==> config.mk <==
export PLATFORM = sky130hd
export DESIGN_NAME = seg7_result_scanner
export DESIGN_NICKNAME = d
export VERILOG_FILES = /design/src/rtl/seg7_result_scanner.sv
export SDC_FILE = /design/constraint.sdc
export NUM_CORES = 1
export LEC_CHECK = 0
export ABC_AREA = 1
export BUFFER_PORTS_ARGS = -buffer_cell sky130_fd_sc_hd__buf_2
export CAP_MARGIN = 25
export CELL_PAD_IN_SITES_DETAIL_PLACEMENT = 1
export CELL_PAD_IN_SITES_GLOBAL_PLACEMENT = 1
export CORE_MARGIN = 4
export CORE_UTILIZATION = 35
export CTS_CLUSTER_SIZE = 14
export DETAILED_ROUTE_END_ITERATION = 8
export GPL_TIMING_DRIVEN = 0
export PLACE_DENSITY_LB_ADDON = 0.1
export SYNTH_ARGS = -nofsm -noshare
export SYNTH_HDL_FRONTEND = slang
export SYNTH_SLANG_ARGS = --single-unit
==> constraint.sdc <==
create_clock -name clk -period 4.1 [get_ports clk]
set_input_delay 0.82 -clock clk [delete_from_list [all_inputs] [get_ports clk]]
set_output_delay 0.82 -clock clk [all_outputs]
set_load 0.05 [all_outputs]
==> src/rtl/seg7_result_scanner.sv <==
// seg7_result_scanner: 4-digit multiplexed hex display of the result bus.
// Snapshots on frame wrap, supports hold, leading-zero blanking and DP flash.
module seg7_result_scanner #(
  parameter int SCAN_BITS    = 16,
  parameter int FLASH_CYCLES = 1 << 20,
  parameter bit BLANK_LZ     = 1'b1
) (
  input  logic        clk,
  input  logic        reset,
  input  logic [15:0] result,
  input  logic        hold,
  output logic [3:0]  an,
  output logic [6:0]  seg,
  output logic        dp
);

  localparam int FW = $clog2(FLASH_CYCLES + 1);
  localparam logic [FW-1:0] FLASH_LOAD = FW'(FLASH_CYCLES);

  logic [SCAN_BITS-1:0] cnt;
  logic [15:0]          result_q;
  logic [15:0]          disp_val;
  logic [FW-1:0]        flash_cnt;

  logic [1:0] dig;
  logic       wrap;
  logic       snap;
  logic       changed;
  logic [3:0] nib;
  logic [3:0] lz;
  logic [3:0] an_next;
  logic [6:0] seg_next;
  logic       dp_next;

  assign dig     = cnt[SCAN_BITS-1 -: 2];
  assign wrap    = &cnt;
  assign snap    = wrap & ~hold;
  assign changed = result_q != disp_val;

  // Active-low hex glyphs, bit order {g,f,e,d,c,b,a}.
  function automatic logic [6:0] hex7(input logic [3:0] n);
    logic [6:0] s;
    case (n)
      4'h0: s = 7'h40;
      4'h1: s = 7'h79;
      4'h2: s = 7'h24;
      4'h3: s = 7'h30;
      4'h4: s = 7'h19;
      4'h5: s = 7'h12;
      4'h6: s = 7'h02;
      4'h7: s = 7'h78;
      4'h8: s = 7'h00;
      4'h9: s = 7'h10;
      4'hA: s = 7'h08;
      4'hB: s = 7'h03;
      4'hC: s = 7'h46;
      4'hD: s = 7'h21;
      4'hE: s = 7'h06;
      default: s = 7'h0E;
    endcase
    return s;
  endfunction

  // Select the nibble of the frozen value for the digit being scanned.
  always_comb begin
    nib = disp_val[3:0];
    case (dig)
      2'd0: nib = disp_val[3:0];
      2'd1: nib = disp_val[7:4];
      2'd2: nib = disp_val[11:8];
      default: nib = disp_val[15:12];
    endcase
  end

  // Leading-zero mask: a digit blanks only if it and all higher are zero.
  always_comb begin
    lz    = 4'b0000;
    lz[3] = BLANK_LZ && (disp_val[15:12] == 4'h0);
    lz[2] = lz[3] && (disp_val[11:8] == 4'h0);
    lz[1] = lz[2] && (disp_val[7:4] == 4'h0);
    lz[0] = 1'b0;
  end

  // Next-state output drive, registered below so no input reaches a pin.
  always_comb begin
    an_next  = ~(4'b0001 << dig) | lz;
    seg_next = hex7(nib);
    dp_next  = (flash_cnt == '0);
  end

  // Refresh counter; the all-ones value marks the frame boundary.
  always_ff @(posedge clk or negedge reset) begin
    if (!reset) cnt <= '0;
    else        cnt <= cnt + 1'b1;
  end

  // Capture stage for the bus coming from the divided clock domain.
  always_ff @(posedge clk or negedge reset) begin
    if (!reset) result_q <= '0;
    else        result_q <= result;
  end

  // Frame-aligned snapshot so a digit never changes mid-frame.
  always_ff @(posedge clk or negedge reset) begin
    if (!reset)    disp_val <= '0;
    else if (snap) disp_val <= result_q;
  end

  // DP flash timer: reload on a real change, otherwise count down to 0.
  always_ff @(posedge clk or negedge reset) begin
    if (!reset)                 flash_cnt <= '0;
    else if (snap && changed)   flash_cnt <= FLASH_LOAD;
    else if (flash_cnt != '0)   flash_cnt <= flash_cnt - 1'b1;
  end

  // Registered display pins; reset blanks everything immediately.
  always_ff @(posedge clk or negedge reset) begin
    if (!reset) begin
      an  <= 4'hF;
      seg <= 7'h7F;
      dp  <= 1'b1;
    end else begin
      an  <= an_next;
      seg <= seg_next;
      dp  <= dp_next;
    end
  end

endmodule

==> metrics.md, run 1 <==
| Metric | Value |
|---|---|
| Outcome | `complete, no violations` |
| Antenna violations before repair | `0` |
| Count of filler cells inserted in the layout | `1418` |
| Worst setup margin | `2116 ps` |
| Number of clock buffers inserted by TritonCTS | `9` |
| Post-detailed-route via-to-cell ratio | `4.652` |
| Routed wire per std cell | `13.39 um` |
| RR Startpoint | `cnt[15]` |
| Antenna diode count | `0` |
| Sum Neg Setup Slack | `0 ps` |
| Top post-synthesis cells by area | `sky130_fd_sc_hd__dfrtp_1 (42%), sky130_fd_sc_hd__nand2_1 (18%), sky130_fd_sc_hd__inv_1 (7.8%)` |
| Clock root buffer | `sky130_fd_sc_hd__clkbuf_16` |
| Final worst path period share | `48.40%` |
| Most frequent cell on the critical path | `sky130_fd_sc_hd__nand2_1` |
| Setup WS pre-CTS | `2040 ps` |
| GR Overflow Total | `0` |
| Multiplexer area fraction after synthesis | `0%` |
| Instance count on the critical path | `11` |
| Worst reg2reg setup slack | `2120 ps` |
| Area occupied by multi-input gates | `0.001752 sq mm` |
| Yosys top cell by area | `sky130_fd_sc_hd__dfrtp_1` |
| Final HPWL DP | `7450 um` |
| Worst slew margin relative to its limit | `63.84%` |
| Count of instances resized after the clock tree is built | `0` |
| Via count of the first global-routing pass | `3703` |
| Combinational family with the most area after synthesis | `simple AND/OR/NAND/NOR gates` |
| Top cells by count, synth | `sky130_fd_sc_hd__nand2_1 (195), sky130_fd_sc_hd__inv_1 (86), sky130_fd_sc_hd__nor2_1 (72)` |
| DRC violation count after routing | `0` |
| Area of the placeable core | `0.01152 sq mm` |
| Area growth from synthesis to layout | `15.76%` |
| Synth Area in Simple Gates | `33.11%` |
| CTS Hold Bufs | `0` |
| Port bufs | `30` |
| Setup Skew | `6.701 ps` |
| Deepest clock path buffer count | `2` |
| Slowest cell on crit path | `sky130_fd_sc_hd__dfrtp_1` |
| Count of routing violations after the opening detailed-route iteration | `122` |
| Worst reg2reg endpoint | `seg[6]` |
| Adder-cell share of the synthesized area | `2.109%` |
| Standby leakage power | `2.504 nW` |
| Count of final setup violators | `0` |
| Post-synthesis instance area | `0.004153 sq mm` |
| Ys Warns | `0` |
| Routed length on met3 | `345 um` |
| End point of the critical path | `seg[6]` |
| Crit path max-delay family | `simple AND/OR/NAND/NOR gates` |
| Num rows | `39` |
| Category of the worst setup path capture point | `flip-flop` |
| Most common cell in the synthesized netlist | `sky130_fd_sc_hd__nand2_1` |
| Global routing usage summed across all routing layers | `16.54%` |
| Share of layout cells above drive strength 1 | `13.21%` |
| Max-capacitance violation count | `0` |
| Ports | `31` |
| Die X-Extent | `116.9 um` |
| Overall die area | `0.01367 sq mm` |
| Complex-gate fraction of the synthesized area | `4.218%` |
| Mean instance size in the synthesized netlist | `7.537 sq um` |
| Reg area | `0.002042 sq mm` |
| Arrival time worst endpoint | `2260 ps` |
| Worst hold-check path type | `in2async` |
| Post-Synthesis Net Count | `577` |
| Tightest Pin Transition | `542.5 ps` |
| Later-pin clock latency in the skew report | `350 ps` |
| Placed instance count | `725` |
| Number of nets with antenna violations after routing | `0` |
| Floorplan die height | `116.9 um` |
| Pins Over Slew Limit | `0` |
| Cell count of the worst reg-to-reg path | `11` |
| Number of clock sinks seen by CTS | `81` |
| Post-synthesis share of cell area spent on xor and xnor gates | `2.742%` |
| Post-layout instance count excluding filler cells | `741` |
| Setup repair after global routing missed its margin | `false` |
| Main synth FF type | `sky130_fd_sc_hd__dfrtp_1` |
| Post-synth top area share | `41.58%` |
| Crit Path Max Fanout | `7` |
| Number of flops mapped to enable cells by yosys | `0` |
| Maximum number of pins on one net before global-route repair | `43` |
| Starting utilization of the core area | `36.06%` |
| Total power divided by cell area | `346.2 mW/mm^2` |
| Number of endpoints with negative hold slack in the final report | `0` |
| First-pass GRT wire length | `17640 um` |
| Minimum clock period after layout | `1984 ps` |
| Pre-antenna DRT Iters | `4` |
| Largest stage delay on the critical path | `460 ps` |
| Critical path, cell by cell | `inv_1 -> nor2_1 -> nand2_1 -> nand3_1 -> a21oi_1 -> inv_1 -> ha_1 -> nand3_1 -> nand2_1 -> nand2_1 -> nand2_1` |
| Peak Freq | `504.0 MHz` |
| Post-CTS setup repair buffer count | `0` |
| Synthesis-stage register bit count | `81` |
| Cell variety after synth | `29` |
| Total Nets Final | `619` |
| Type of the worst setup path | `reg2reg` |
| Final routed wirelength across all metal layers | `9919 um` |
| Async set or reset register ratio after synthesis | `100.0%` |
| Top metal layer carrying routed signals | `met4` |
| Clock tree from TritonCTS | `built` |
| Post-synthesis instance total | `551` |
| Startpoint type of the worst setup path | `flip-flop` |
| Required arrival time at the worst endpoint | `4380 ps` |
| Placer Congestion | `0.7708` |
| Met2 wire length | `4779 um` |
| Worst setup path startpoint | `cnt[15]` |
| CP bufs+invs | `2` |
| Worst IR Drop VDD | `0.2849 mV` |
| Post-synthesis sequential area ratio | `49.17%` |
| Routed metal-1 wire length | `4687 um` |
| H-tree levels | `3` |
| Clock-pin slew on the worst setup and hold paths | `60 ps` |
| Total number of vias | `3447` |
## layout make-up
type / count / share of cell area [%]
clock inverters: 7 / 1.458
repair buffers: 31 / 3.748
flip-flops and latches: 81 / 42.48
multi-input cells: 378 / 36.44
well taps: 143 / 3.722
plain buffers: 6 / 0.7548
inverters: 86 / 6.715
clock buffers: 9 / 4.685
## how the worst min path moves through the flow
stage | from | to | slack, ps
floorplan | cnt[0] | cnt[0] | 430
detailed placement | cnt[0] | cnt[0] | 460
global route | reset | flash_cnt[8] | 480
CTS | reset | flash_cnt[8] | 470
finish | reset | flash_cnt[8] | 450
global placement | cnt[0] | cnt[0] | 460
## flip-flops by register name, summed over array words and instances, names as in the netlist
name,count
dp,1
flash_cnt,21
cnt,16
result_q,16
seg,7
an,4
disp_val,16
## power by group
part | switching [mW] | total [mW] | internal (mW)
combinational | 0.0273 | 0.0422 | 0.0150
clock | 0.336 | 0.808 | 0.471
sequential | 0.00594 | 0.814 | 0.809
## layer usage
layer  GRT usage (%)  vias up
met4           4.358        0
met1           21.19     1644
met3           4.576       10
met5               0        -
li1                -     1759
met2           27.65       34
## worst register-to-register path: stages, from the launching register on
cell and delay, ps:
sky130_fd_sc_hd__dfrtp_1 460, sky130_fd_sc_hd__inv_1 150, sky130_fd_sc_hd__nor2_1 90, sky130_fd_sc_hd__nand2_1 80, sky130_fd_sc_hd__nand3_1 90, sky130_fd_sc_hd__a21oi_1 340, sky130_fd_sc_hd__inv_1 120, sky130_fd_sc_hd__ha_1 240
sky130_fd_sc_hd__nand3_1 160, sky130_fd_sc_hd__nand2_1 80, sky130_fd_sc_hd__nand2_1 60, sky130_fd_sc_hd__nand2_1 50
## cell families (layout without fill, tap and decap cells)
| logic type | after synthesis | after routing |
|---|---|---|
| and+or+nand+nor | 327 | 327 |
| buffers and inverters | 92 | 139 |
| DFF | 81 | 81 |
| AOI/OAI and AO/OA | 31 | 31 |
| xor gates and xnor gates | 13 | 13 |
| adders and majority gates | 7 | 7 |
## per-stage QoR
step,power [mW],hold slack [ps],area (sq um),util (%)
global placement,0.8684,462.5,4482,38.92
floorplan,0.8396,426.6,4153,-
finish,1.664,447.5,4807,41.74
CTS,1.702,469.6,4807,41.74
global route,1.738,483.9,4807,41.74
detailed placement,0.8738,462.7,4512,39.18
## cells in the final DEF (no fill, tap or decap)
master,instances
sky130_fd_sc_hd__clkinvlp_4,1
sky130_fd_sc_hd__nor2_4,3
sky130_fd_sc_hd__o21ai_1,4
sky130_fd_sc_hd__buf_6,1
sky130_fd_sc_hd__clkbuf_16,9
sky130_fd_sc_hd__nor3_2,2
sky130_fd_sc_hd__xnor2_1,3
sky130_fd_sc_hd__buf_2,33
sky130_fd_sc_hd__nand2_1,195
sky130_fd_sc_hd__clkinv_4,1
sky130_fd_sc_hd__o21ai_0,21
sky130_fd_sc_hd__nand3b_2,1
sky130_fd_sc_hd__o21bai_1,1
sky130_fd_sc_hd__a21oi_1,2
sky130_fd_sc_hd__inv_1,86
sky130_fd_sc_hd__xor2_1,10
sky130_fd_sc_hd__nor2_1,72
sky130_fd_sc_hd__nand4_1,10
sky130_fd_sc_hd__ha_1,7
sky130_fd_sc_hd__nand3b_1,2
sky130_fd_sc_hd__o21ai_2,1
sky130_fd_sc_hd__o211ai_1,1
sky130_fd_sc_hd__nor4_1,1
sky130_fd_sc_hd__clkinv_2,3
sky130_fd_sc_hd__nand3_1,30
sky130_fd_sc_hd__buf_16,1
sky130_fd_sc_hd__nand3_2,3
sky130_fd_sc_hd__buf_4,1
sky130_fd_sc_hd__inv_6,1
sky130_fd_sc_hd__nand2_2,2
sky130_fd_sc_hd__clkbuf_2,1
sky130_fd_sc_hd__dfrtp_1,69
sky130_fd_sc_hd__dfstp_2,12
sky130_fd_sc_hd__bufinv_16,1
sky130_fd_sc_hd__nor2_2,1
sky130_fd_sc_hd__a21oi_4,1
sky130_fd_sc_hd__nor3_1,5
Note: power is estimated with default switching activity, not from simulation.
==> run 2: changes to the inputs <==
==> constraint.sdc (replaced) <==
create_clock -name clk -period 2 [get_ports clk]
set_input_delay 0.4 -clock clk [delete_from_list [all_inputs] [get_ports clk]]
set_output_delay 0.4 -clock clk [all_outputs]
set_load 0.05 [all_outputs]
==> run 2 against run 1 <==
Against the previous run:
- final area up 1.1%
- critical path depth unchanged
- hold slack worse by 420 ps
- clock skew down 0.78 ps
==> metrics.md, run 2 (synthesis gave the netlist of run 1 again) <==
| Metric | Value |
|---|---|
| Outcome | `complete, no violations` |
| Post-detailed-route via-to-cell ratio | `4.667 (+0.32%)` |
| Worst IR Drop VDD | `0.5846 mV (+110%)` |
| Share of layout cells above drive strength 1 | `14.64% (+1.4 points)` |
| Later-pin clock latency in the skew report | `340 ps (about the same)` |
| Worst setup margin | `194.2 ps (-1922 ps)` |
| Count of routing violations after the opening detailed-route iteration | `140 (+15%)` |
| Area of the placeable core | `0.01152 sq mm (unchanged)` |
| Floorplan die height | `116.9 um (unchanged)` |
| Overall die area | `0.01367 sq mm (unchanged)` |
| Number of clock sinks seen by CTS | `81 (unchanged)` |
| Port bufs | `30 (unchanged)` |
| Pre-antenna DRT Iters | `4 (unchanged)` |
| Area growth from synthesis to layout | `17.08%` |
| Deepest clock path buffer count | `2 (unchanged)` |
| Top reg by flops | `flash_cnt` |
| Max-capacitance violation count | `0 (unchanged)` |
| Clock-pin slew on the worst setup and hold paths | `60 ps (about the same)` |
| Minimum clock period after layout | `1806 ps (-178.4 ps)` |
| Arrival time worst endpoint | `2080 ps (-180 ps)` |
| Setup Skew | `5.922 ps (-0.7792 ps)` |
| Num rows | `39 (unchanged)` |
| Clock root buffer | `sky130_fd_sc_hd__clkbuf_16` |
| Routed metal-1 wire length | `4706 um (+0.41%)` |
| Final HPWL DP | `7450 um (unchanged)` |
| Area of placed instances | `0.004512 sq mm (unchanged)` |
| Count of final setup violators | `0 (unchanged)` |
| Final routed wirelength across all metal layers | `10030 um (+1.1%)` |
| Worst slew margin relative to its limit | `63.63% (-0.21 points)` |
| Top metal layer carrying routed signals | `met4` |
| DRC violation count after routing | `0 (unchanged)` |
| Number of nets with antenna violations after routing | `0 (unchanged)` |
| Crit Path Max Fanout | `7 (unchanged)` |
| H-tree levels | `3 (unchanged)` |
| Total Nets Final | `622 (+0.48%)` |
| Worst hold-check path type | `in2async` |
| Starting utilization of the core area | `36.06% (unchanged)` |
| Slowest cell on crit path | `sky130_fd_sc_hd__dfrtp_2` |
| Via count of the first global-routing pass | `3703 (unchanged)` |
| Total power divided by cell area | `701.3 mW/mm^2 (+100%)` |
| Routed wire per std cell | `13.48 um (+0.69%)` |
| Total number of vias | `3472 (+0.73%)` |
| Peak Freq | `553.8 MHz (+9.9%)` |
| Startpoint type of the worst setup path | `flip-flop` |
| Tightest Pin Transition | `545.6 ps (+3.107 ps)` |
| Count of filler cells inserted in the layout | `1419 (+0.071%)` |
| Clock tree from TritonCTS | `built` |
| Antenna diode count | `0 (unchanged)` |
| Ports | `31 (unchanged)` |
| Commonest non-fill, non-tap cells in the layout | `sky130_fd_sc_hd__nand2_1 (194), sky130_fd_sc_hd__inv_1 (86), sky130_fd_sc_hd__nor2_1 (70)` |
| Number of endpoints with negative hold slack in the final report | `0 (unchanged)` |
| Maximum number of pins on one net before global-route repair | `43 (unchanged)` |
| Global routing usage summed across all routing layers | `16.54% (unchanged)` |
| Die X-Extent | `116.9 um (unchanged)` |
| CTS Hold Bufs | `0 (unchanged)` |
| Placer Congestion | `0.7708 (unchanged)` |
| Most frequent cell on the critical path | `sky130_fd_sc_hd__nand2_1` |
| GR Overflow Total | `0 (unchanged)` |
| Number of clock buffers inserted by TritonCTS | `9 (unchanged)` |
| Number of flip-flops in the largest register | `21 (unchanged)` |
| Met2 wire length | `4865 um (+1.8%)` |
| First-pass GRT wire length | `17640 um (unchanged)` |
| Antenna violations before repair | `0 (unchanged)` |
| Final worst path period share | `90.29% (+42 points)` |
| Commonest non-fill, non-tap cell in the layout | `sky130_fd_sc_hd__nand2_1` |
| Setup WS pre-CTS | `22.74 ps (-2017 ps)` |
| Post-route cell area | `0.004862 sq mm (+1.1%)` |
| Critical path, cell by cell | `inv_1 -> nor2_1 -> nand2_1 -> nand3_1 -> a21oi_4 -> inv_1 -> ha_1 -> nand3_1 -> nand2_1 -> nand2_1 -> nand2_1` |
| Largest stage delay on the critical path | `460 ps (about the same)` |
| Standby leakage power | `2.535 nW (+1.2%)` |
| Category of the worst setup path capture point | `flip-flop` |
| Type of the worst setup path | `reg2reg` |
| Total power | `3.410 mW (+100%)` |
| Worst reg2reg setup slack | `190 ps (-1920 ps)` |
| Routed length on met3 | `351 um (+1.7%)` |
| Pins Over Slew Limit | `0 (unchanged)` |
| Required arrival time at the worst endpoint | `2270 ps (-2110 ps)` |
## run 2: cell count changes in the layout (fill, tap and decap cells not counted), moves of 2 or more
cell | previous run | this run
sky130_fd_sc_hd__dfrtp_2 | 0 | 2
sky130_fd_sc_hd__buf_4 | 1 | 5
sky130_fd_sc_hd__dfrtp_1 | 69 | 67
sky130_fd_sc_hd__nor2_2 | 1 | 3
sky130_fd_sc_hd__nor2_1 | 72 | 70
## run 2: routing by layer
metal	vias up	global-route usage [%]
met4	0	4.358
met1	1656	21.19
met5	-	0
met2	41	27.65
li1	1766	-
met3	9	4.576
## run 2: layout make-up
type | instances | area, sq um | share of cell area [%]
multi-input cells | 378 | 1779 | 36.59
well taps | 143 | 178.9 | 3.680
flip-flops and latches | 81 | 2044 | 42.05
plain buffers | 6 | 38.79 | 0.7977
clock inverters | 7 | 70.07 | 1.441
repair buffers | 34 | 202.7 | 4.169
inverters | 86 | 322.8 | 6.639
clock buffers | 9 | 225.2 | 4.632
## run 2: timing repair
item,CTS,global route
endpoints found under the setup margin,0,17
buffers inserted,0,3
gates resized for setup,0,10
## run 2: critical path, delay by kind of cell, from the launching register on
kind / cells / cell delay (ps)
simple gates: 7 / 650
flops: 1 / 460
fa+ha+maj: 1 / 220
buf+inv: 2 / 200
compound gates: 1 / 200
## run 2: stage by stage
| step | hold slack [ps] | std cells | utilization, % | TNS (ps) |
|---|---|---|---|---|
| 4_1_cts | 49.63 | 741 | 41.74 | 0 |
| 3_3_place_gp | 462.5 | 724 | 38.92 | -13380 |
| 5_1_grt | 63.75 | 744 | 42.22 | -13.09 |
| 3_5_place_dp | 428.1 | 725 | 39.18 | 0 |
| 6_report | 30.58 | 744 | 42.22 | 0 |
| 2_1_floorplan | 104.4 | 551 | - | 0 |
## run 2: path summary, 6_finish.rpt
path	startpoint	to	depth (start not counted)
max	cnt[14]	seg[6]	11
max reg2reg	cnt[14]	seg[6]	11
min in group clk	result[1]	result_q[1]	1
max in group asynchronous	reset	an[0]	2
min	reset	flash_cnt[8]	1
min reg2reg	cnt[0]	cnt[0]	1
## run 2: where the power goes
part / internal (mW) / switching, mW
Clock: 0.966 / 0.687
Sequential: 1.66 / 0.0120
Combinational: 0.0307 / 0.0560
Total: 2.65 / 0.756
==> run 3: changes to the inputs <==
--- a/config.mk
+++ b/config.mk
@@ -16,6 +16,7 @@
 export DETAILED_ROUTE_END_ITERATION = 8
 export GPL_TIMING_DRIVEN = 0
 export PLACE_DENSITY_LB_ADDON = 0.1
+export REMOVE_ABC_BUFFERS = 1
 export SYNTH_ARGS = -nofsm -noshare
 export SYNTH_HDL_FRONTEND = slang
 export SYNTH_SLANG_ARGS = --single-unit
==> run 3 against run 2 <==
Against the previous run:
- hold slack worse by 4.1 ps
- worst setup slack better by 16 ps
- clock skew up 1.1 ps
- sequential power about the same
- wire length up 2.0%
- final area up 0.82%
- final cell count down 0.81%
- count of clock-buffer cells in the layout up 5
- critical path depth unchanged
==> metrics.md, run 3 (synthesis gave the netlist of run 1 again) <==
| Metric | Value |
|---|---|
| Outcome | `complete, no violations` |
| Required arrival time at the worst endpoint | `2270 ps (about the same)` |
| Number of nets with antenna violations after routing | `0 (unchanged)` |
| Most frequent cell on the critical path | `sky130_fd_sc_hd__nand2_1` |
| Global routing usage summed across all routing layers | `16.19% (-0.35 points)` |
| Worst IR Drop VDD | `0.4868 mV (-17%)` |
| Routed wire per std cell | `13.86 um (+2.8%)` |
| Routed metal-1 wire length | `4950 um (+5.2%)` |
| Total number of vias | `3474 (+0.058%)` |
| Ports | `31 (unchanged)` |
| Commonest non-fill, non-tap cell in the layout | `sky130_fd_sc_hd__nand2_1` |
| Final HPWL DP | `7171 um (-3.7%)` |
| Critical path, cell by cell | `inv_1 -> nor2_1 -> nand2_1 -> nand3_1 -> a21oi_4 -> inv_1 -> ha_1 -> nand3_1 -> nand2_1 -> nand2_1 -> nand2_1` |
| Tightest Pin Transition | `526.6 ps (-18.98 ps)` |
| Worst hold-check path type | `in2async` |
| Number of flip-flops in the largest register | `21 (unchanged)` |
| Worst reg2reg setup slack | `210 ps (+20 ps)` |
| Worst setup margin | `210.0 ps (+15.85 ps)` |
| Instance count on the critical path | `11 (unchanged)` |
| Area growth from synthesis to layout | `18.05%` |
| Crit Path Max Fanout | `7 (unchanged)` |
| Clock root buffer | `sky130_fd_sc_hd__clkbuf_16` |
| Top metal layer carrying routed signals | `met4` |
| Antenna violations before repair | `0 (unchanged)` |
| CTS Hold Bufs | `0 (unchanged)` |
| Met2 wire length | `4883 um (+0.37%)` |
| DRC violation count after routing | `0 (unchanged)` |
| Clock-pin slew on the worst setup and hold paths | `60 ps (about the same)` |
| Total power divided by cell area | `717.2 mW/mm^2 (+2.3%)` |
| Deepest clock path buffer count | `2 (unchanged)` |
| Overall die area | `0.01367 sq mm (unchanged)` |
| Share of layout cells above drive strength 1 | `13.95% (-0.69 points)` |
| Fin Hold WS | `26.49 ps (-4.085 ps)` |
| Pins Over Slew Limit | `0 (unchanged)` |
| Maximum number of pins on one net before global-route repair | `46 (+7.0%)` |
| Final worst path period share | `89.50% (-0.79 points)` |
| Die X-Extent | `116.9 um (unchanged)` |
| End point of the critical path | `seg[6]` |
| Peak Freq | `558.7 MHz (+0.89%)` |
| Total power | `3.516 mW (+3.1%)` |
| Standby leakage power | `2.544 nW (+0.36%)` |
| Type of the worst setup path | `reg2reg` |
| Arrival time worst endpoint | `2060 ps (-20 ps)` |
| Number of endpoints with negative hold slack in the final report | `0 (unchanged)` |
| Routed length on met3 | `234 um (-33%)` |
| Later-pin clock latency in the skew report | `340 ps (about the same)` |
| Minimum clock period after layout | `1790 ps (-15.85 ps)` |
| Setup WS pre-CTS | `-466.7 ps (-489.5 ps)` |
| Setup Skew | `7.052 ps (+1.131 ps)` |
| Clock tree from TritonCTS | `built` |
| First-pass GRT wire length | `17250 um (-2.2%)` |
| Slowest cell on crit path | `sky130_fd_sc_hd__dfrtp_2` |
| Number of clock sinks seen by CTS | `81 (unchanged)` |
| Crit path max-delay family | `simple AND/OR/NAND/NOR gates` |
| CP bufs+invs | `2 (unchanged)` |
| Floorplan die height | `116.9 um (unchanged)` |
| Worst reg2reg endpoint | `seg[6]` |
| Worst setup path startpoint | `cnt[15]` |
| Top reg by flops | `flash_cnt` |
| Via count of the first global-routing pass | `3724 (+0.57%)` |
| Count of final setup violators | `0 (unchanged)` |
| Post-detailed-route via-to-cell ratio | `4.707 (+0.87%)` |
| Startpoint type of the worst setup path | `flip-flop` |
| Placer Congestion | `0.7616 (-1.2%)` |
| Count of routing violations after the opening detailed-route iteration | `98 (-30%)` |
| H-tree levels | `3 (unchanged)` |
| Num rows | `39 (unchanged)` |
| Total Nets Final | `616 (-0.96%)` |
| Commonest non-fill, non-tap cells in the layout | `sky130_fd_sc_hd__nand2_1 (194), sky130_fd_sc_hd__inv_1 (86), sky130_fd_sc_hd__dfrtp_1 (68)` |
| RR Startpoint | `cnt[15]` |
| Largest stage delay on the critical path | `450 ps (about the same)` |
| Port bufs | `30 (unchanged)` |
| Category of the worst setup path capture point | `flip-flop` |
| Pre-antenna DRT Iters | `4 (unchanged)` |
| Cell count of the worst reg-to-reg path | `11 (unchanged)` |
| GR Overflow Total | `0 (unchanged)` |
| Antenna diode count | `0 (unchanged)` |
| Starting utilization of the core area | `36.06% (unchanged)` |
| Max-capacitance violation count | `0 (unchanged)` |
| Final routed wirelength across all metal layers | `10230 um (+2.0%)` |
| Area of the placeable core | `0.01152 sq mm (unchanged)` |
| Number of clock buffers inserted by TritonCTS | `9 (unchanged)` |
| Worst slew margin relative to its limit | `64.89% (+1.3 points)` |
-- run 3: area by class of cell --
class / count / area [sq um]
fill: 1400 / 6614
sequential: 81 / 2043
multi-input combinational: 379 / 1818
inverter: 86 / 322.8
clock buffer: 14 / 284.0
timing repair buffer: 33 / 220.2
tap: 143 / 178.9
clock inverter: 2 / 35.03
-- run 3: worst min path at each step --
stage / end / start / slack (ps)
6_report: flash_cnt[15] / reset / 30
5_1_grt: flash_cnt[15] / reset / 60
4_1_cts: flash_cnt[15] / reset / 40
3_5_place_dp: flash_cnt[15] / reset / 410
3_3_place_gp: cnt[0] / cnt[0] / 450
2_1_floorplan: cnt[0] / reset / 100
-- run 3: per-stage QoR --
step	instances	util [%]	area, sq um	TNS [ps]
after floorplan	545	-	4116	0
after global placement	718	38.60	4446	-20150
after detailed placement	719	38.86	4476	-6325
after CTS	736	41.91	4826	0
after global routing	738	42.57	4902	-26.77
final	738	42.57	4902	0
-- run 3: layer usage --
layer | track usage [%] | vias up
li1 | - | 1767
met1 | 20.80 | 1667
met2 | 26.85 | 27
met3 | 3.753 | 13
met4 | 5.657 | 0
met5 | 0 | -
-- run 3: report_power, final --
group	internal, mW	switching [mW]	total (mW)
registers	1.66	0.0111	1.67
clock network	1.10	0.656	1.76
logic	0.0308	0.0580	0.0888
-- run 3: repair_timing --
item | CTS | global route
resized for setup | 2 | 11
setup buffers | 1 | 1
endpoints found under the setup margin | 27 | 26
cloned | 0 | 1
pin swaps | 0 | 1
-- run 3: worst reg2reg max path: cells and delay by family, from the launching register on --
kind	cells	cell delay, ps
AO/OA/AOI/OAI	1	220
adder cells (fa/ha/maj)	1	210
buffers and inverters	2	210
flip-flops	1	450
AND/OR/NAND/NOR	7	610
